File: config.mk
export PLATFORM = sky130hd
export DESIGN_NAME = imem_fetch_ctrl
export DESIGN_NICKNAME = d
export VERILOG_FILES = /design/src/rtl/imem_fetch_ctrl.sv
export SDC_FILE = /design/constraint.sdc
export NUM_CORES = 1
export LEC_CHECK = 0
export CORE_UTILIZATION = 30
export CTS_BUF_LIST = sky130_fd_sc_hd__clkbuf_16
export DETAILED_ROUTE_END_ITERATION = 8
export GPL_TIMING_DRIVEN = 0
export PLACE_DENSITY_LB_ADDON = 0.05
export SYNTH_ARGS = -nofsm -noshare
export SYNTH_HDL_FRONTEND = slang
export SYNTH_SLANG_ARGS = --single-unit
File: constraint.sdc
create_clock -name clk -period 2.3 [get_ports clk]
set_clock_uncertainty 0.15 [all_clocks]
set_input_delay 0.23 -clock clk [delete_from_list [all_inputs] [get_ports clk]]
set_output_delay 0.23 -clock clk [all_outputs]
set_load 0.1 [all_outputs]
File: src/rtl/imem_fetch_ctrl.sv
// imem_fetch_ctrl: PC owner and fetch sequencer for a combinational instruction ROM.
// Presents the PC as the ROM address, captures the returned word into a
// one-entry output register with a valid/ready handshake, follows redirects
// and parks in HALT when the ROM returns an all-zero (unmapped) word.
module imem_fetch_ctrl #(
    parameter int                ADDR_W       = 8,
    parameter logic [ADDR_W-1:0] RESET_PC     = '0,
    parameter bit                HALT_ON_ZERO = 1'b1,
    parameter int                CNT_W        = 16
) (
    input  logic              clk,
    input  logic              reset,
    input  logic              start,
    output logic [ADDR_W-1:0] imem_addr,
    input  logic [31:0]       imem_rdata,
    input  logic              redirect,
    input  logic [ADDR_W-1:0] redirect_pc,
    output logic              out_valid,
    input  logic              out_ready,
    output logic [31:0]       out_instr,
    output logic [ADDR_W-1:0] out_pc,
    output logic              halted,
    output logic [CNT_W-1:0]  issue_cnt
);

    // Word alignment mask and sequential PC increment.
    localparam logic [ADDR_W-1:0] ALIGN_MASK = ~ADDR_W'(3);
    localparam logic [ADDR_W-1:0] PC_STEP    = ADDR_W'(4);
    localparam logic [ADDR_W-1:0] PC_INIT    = RESET_PC & ALIGN_MASK;

    typedef enum logic [1:0] {
        S_IDLE  = 2'd0,
        S_FETCH = 2'd1,
        S_HALT  = 2'd2
    } state_t;

    state_t             r_state;
    state_t             w_state_next;
    logic [ADDR_W-1:0]  r_pc;
    logic [ADDR_W-1:0]  w_pc_next;
    logic               r_out_valid;
    logic               w_out_valid_next;
    logic [31:0]        r_out_instr;
    logic [31:0]        w_out_instr_next;
    logic [ADDR_W-1:0]  r_out_pc;
    logic [ADDR_W-1:0]  w_out_pc_next;
    logic [CNT_W-1:0]   r_issue_cnt;
    logic [CNT_W-1:0]   w_issue_cnt_next;

    logic [ADDR_W-1:0]  w_redirect_target;
    logic               w_slot_free;
    logic               w_zero_word;
    logic [CNT_W-1:0]   w_cnt_inc;

    // Redirect targets are forced onto a word boundary.
    assign w_redirect_target = redirect_pc & ALIGN_MASK;
    // The output register can take a new word if empty or being drained now.
    assign w_slot_free       = !r_out_valid || out_ready;
    assign w_zero_word       = HALT_ON_ZERO && (imem_rdata == 32'h0);
    // Saturating issue counter increment.
    assign w_cnt_inc         = (&r_issue_cnt) ? r_issue_cnt : r_issue_cnt + CNT_W'(1);

    // State and datapath registers; reset dominates everything else.
    always_ff @(posedge clk) begin
        if (reset) begin
            r_state     <= S_IDLE;
            r_pc        <= PC_INIT;
            r_out_valid <= 1'b0;
            r_out_instr <= 32'h0;
            r_out_pc    <= '0;
            r_issue_cnt <= '0;
        end else begin
            r_state     <= w_state_next;
            r_pc        <= w_pc_next;
            r_out_valid <= w_out_valid_next;
            r_out_instr <= w_out_instr_next;
            r_out_pc    <= w_out_pc_next;
            r_issue_cnt <= w_issue_cnt_next;
        end
    end

    // Next-state and datapath update; default is hold, with a consumed word dropping valid.
    always_comb begin
        w_state_next     = r_state;
        w_pc_next        = r_pc;
        w_out_valid_next = r_out_valid && !out_ready;
        w_out_instr_next = r_out_instr;
        w_out_pc_next    = r_out_pc;
        w_issue_cnt_next = r_issue_cnt;

        case (r_state)
            S_IDLE: begin
                if (redirect) begin
                    w_pc_next = w_redirect_target;
                end else if (start) begin
                    w_state_next = S_FETCH;
                end
            end

            S_FETCH: begin
                if (redirect) begin
                    // Flush: any handshake this cycle still completes, nothing new is captured.
                    w_pc_next        = w_redirect_target;
                    w_out_valid_next = 1'b0;
                end else if (w_slot_free) begin
                    if (w_zero_word) begin
                        // PC stays on the zero word so the halt address stays visible.
                        w_out_valid_next = 1'b0;
                        w_state_next     = S_HALT;
                    end else begin
                        w_out_instr_next = imem_rdata;
                        w_out_pc_next    = r_pc;
                        w_out_valid_next = 1'b1;
                        w_pc_next        = r_pc + PC_STEP;
                        w_issue_cnt_next = w_cnt_inc;
                    end
                end
            end

            S_HALT: begin
                if (redirect) begin
                    w_pc_next        = w_redirect_target;
                    w_out_valid_next = 1'b0;
                    w_state_next     = S_FETCH;
                end
            end

            default: begin
                w_state_next     = S_IDLE;
                w_out_valid_next = 1'b0;
            end
        endcase
    end

    assign imem_addr = r_pc;
    assign out_valid = r_out_valid;
    assign out_instr = r_out_instr;
    assign out_pc    = r_out_pc;
    assign halted    = (r_state == S_HALT);
    assign issue_cnt = r_issue_cnt;

endmodule

==> run summary <==
R2R cell count -> 7
WS Path Type -> register to primary output
Peak supply drop -> 0.0004310 V
Top cell type by total area after synthesis -> dfxtp_1
Buffers added on ports -> 104
RSZ-0062 raised after global routing -> true
Root Driver -> clkbuf_16
Critical Path Source Type -> register
DR WL/cell -> 14.18 µm
Netlist Area Pre-Place -> 2833 µm²
Met3 usage -> 0.05200
Drt drc -> 0
Initial antenna violation count -> 0
CP required -> 1920 ps
Flops & latches, synth -> 63
Sequential area share after synthesis -> 0.4452
Grt ovf -> 0
Routed vias/inst -> 4.990
Pre-CTS WS -> -358.0 ps
Synth unique cells -> 46
Fin nets -> 521
Synth top area share -> 0.4452
Fin Hold WS -> 300.2 ps
Fmax -> 446.3 MHz
H-tree Lvls -> 3
Setup-failing EPs final -> 0
Max cap viols -> 0
Initial drt markers -> 89
Die H -> 99.17 µm
WHS Path Cells -> 2
Largest net degree at the start of global routing -> 11
Worst Path Max Fanout -> 8
Leak pwr -> 1.534 nW
Starting Density -> 0.3080
Setup TNS -> 0 ps
Syn_area_per_cell -> 7.979 µm²
Hold Crit Start -> out_instr[25]
Min-delay worst type -> register to register
Pwr dens -> 681.0 nW/µm²
DRT Wirelength -> 8.367 mm
GR peak layer -> met2
Buffers plus inverters on the worst setup path -> 1
Dpl hpwl -> 6.047 mm
Vias in the first global route -> 2803
IO Pins -> 111
Outcome -> complete, no violations
Antenna diodes -> 0
Crit path max-delay family -> buffers and inverters
Largest stage delay, worst path -> 1150 ps
First-pass GRT wire length -> 13.43 mm
Top cells by area, synth -> dfxtp_1, nand2_1, a21oi_1
M1 GR Usage -> 0.2201
Clock Sinks -> 63
CTS buffer count -> 9
CP endpoint kind -> primary output
Layout area overhead -> 54.15%
Worst EP arrival -> 1860 ps
Minimum clock period -> 2241 ps
Die Area -> 9835 µm²
Worst-skew pair later-pin latency -> 320 ps
Final Max Tran Viols -> 0
M2 GR Usage -> 0.2819
Syn. warnings -> 0
CTS tree -> yes
CP Cell Sequence -> clkdlybuf4s50_1
Worst path slowest cell -> clkdlybuf4s50_1
Final period util -> 0.9743
RR Endpoint -> issue_cnt[7]
Least-Margin Pin Slew -> 991.1 ps
RR Startpoint -> issue_cnt[0]
Max clock buf depth -> 2
Detail Route Antenna Nets -> 0
Worst reg-to-reg setup slack -> 180 ps
Rows -> 35
Reg clk slew, reported paths -> 50 ps
Core Area -> 9196 µm²
Via Count -> 2944
Die Span X -> 99.17 µm
Tot GR Track Use -> 0.1751
Final-report hold violation count -> 0
Max_slew headroom -> 0.3372
Synth Instances -> 355
DR pass1 iterations -> 6
Hold EP -> out_instr[25]
Post-layout worst setup margin -> 59.20 ps
Share of cells above drive strength 1 -> 0.1357
GPL Wtd Cong -> 0.8249
[Yosys cell counts, drive strengths merged]
| cell type | instances |
|---|---|
| nand2 | 94 |
| dfxtp | 63 |
| a21oi | 60 |
| buf | 14 |
| clkbuf | 12 |
| o21ai | 12 |
| nor4 | 10 |
| o31ai | 10 |
| nand3 | 9 |
| or4 | 9 |
| nor2 | 8 |
| nor2b | 5 |
| and4 | 4 |
| nand4 | 4 |
| and3 | 3 |
| inv | 3 |
| mux2 | 3 |
| nor3 | 3 |
| o41ai | 3 |
| or3 | 3 |
| a21boi | 2 |
| ha | 2 |
| nand2b | 2 |
| o211ai | 2 |
| o311ai | 2 |
| a21o | 1 |
| a311o | 1 |
| a311oi | 1 |
| a31oi | 1 |
| and2 | 1 |
| conb | 1 |
| mux2i | 1 |
| nand3b | 1 |
| nor3b | 1 |
| nor4b | 1 |
| o2111ai | 1 |
| o311a | 1 |
| or2 | 1 |
[metal layers]
metal,up-vias,share of wire
li1,1500,-
met1,1356,0.47
met2,79,0.44
met3,9,0.070
met4,0,0.017
met5,-,0
[placed cells by master, fill, tap and decap left out, types with 2 or more instances in the layout]
cell type,count
a21oi_1,60
and3_1,2
and4_1,3
buf_4,11
clkbuf_1,9
clkbuf_16,9
clkbuf_2,4
clkdlybuf4s50_1,96
clkinv_1,2
clkinv_2,4
conb_1,4
dfxtp_1,49
dfxtp_2,12
dfxtp_4,2
dlygate4sd2_1,5
dlymetal6s2s_1,2
inv_1,4
mux2_2,3
nand2_1,94
nand3_1,9
nand4_1,4
nor2_1,7
nor2b_1,5
nor4_1,4
nor4_2,6
o211ai_1,2
o21ai_0,10
o311ai_0,2
o31ai_1,10
o41ai_1,3
or3_1,3
or4_1,9
[how the worst max path moves through the flow]
| stage | start | end | cells after the start |
|---|---|---|---|
| floorplan | issue_cnt[14] | issue_cnt[1] | 6 |
| global route | imem_rdata[17] | issue_cnt[0] | 8 |
| finish | issue_cnt[2] | issue_cnt[2] | 1 |
| global placement | imem_rdata[25] | issue_cnt[9] | 8 |
| detailed placement | redirect | out_instr[8] | 7 |
| CTS | imem_rdata[1] | issue_cnt[0] | 8 |
[layout make-up]
class                   count  area, µm²
multi-input cells         266       1483
repair buffers            105       1042
clock buffers               9      225.2
plain buffers              26      151.4
well taps                 111      138.9
flip-flops and latches     63       1284
inverters                   3      11.26
clock inverters             7      31.28
fillers                   959       4830
[state kept, by name, summed over array words and instances (netlist names)]
register   flops
imem_addr      6
issue_cnt     16
out_instr     32
out_pc         6
out_valid      1
r_state        2
[power breakdown]
group	internal, mW	switching (mW)
Combinational	0.184	0.448
Clock	0.708	0.469
Sequential	1.13	0.0340
Total	2.02	0.951
[per-stage QoR]
| stage | util | instance area [µm²] | power [mW] | cells |
|---|---|---|---|---|
| 2_1_floorplan | - | 2869 | 1.616 | 358 |
| 3_3_place_gp | 0.4403 | 4049 | 1.819 | 573 |
| 3_5_place_dp | 0.4403 | 4049 | 1.821 | 573 |
| 4_1_cts | 0.4686 | 4309 | 3.008 | 589 |
| 5_1_grt | 0.4748 | 4367 | 3.098 | 590 |
| 6_report | 0.4748 | 4367 | 2.974 | 590 |
[cells by family (layout without fill, tap and decap cells)]
family          after synthesis  in the layout  share of synthesized area
flops                        63             63                     0.4452
mux                           4              4                    0.01546
other cells                   1              4                   0.001324
compound gates               97             97                     0.1979
fa+ha+maj                     2              2                   0.008833
simple gates                159            159                     0.2761
buf+inv                      29            150                    0.05521
[timing repair]
action | 4_1_cts | 5_1_grt
hold buffers | 0 | 0
gates resized for setup | 9 | 18
endpoints found under the setup margin | 15 | 57
setup buffers | 0 | 1
pin swaps | 0 | 1
Note: power is estimated with default switching activity, not from simulation.
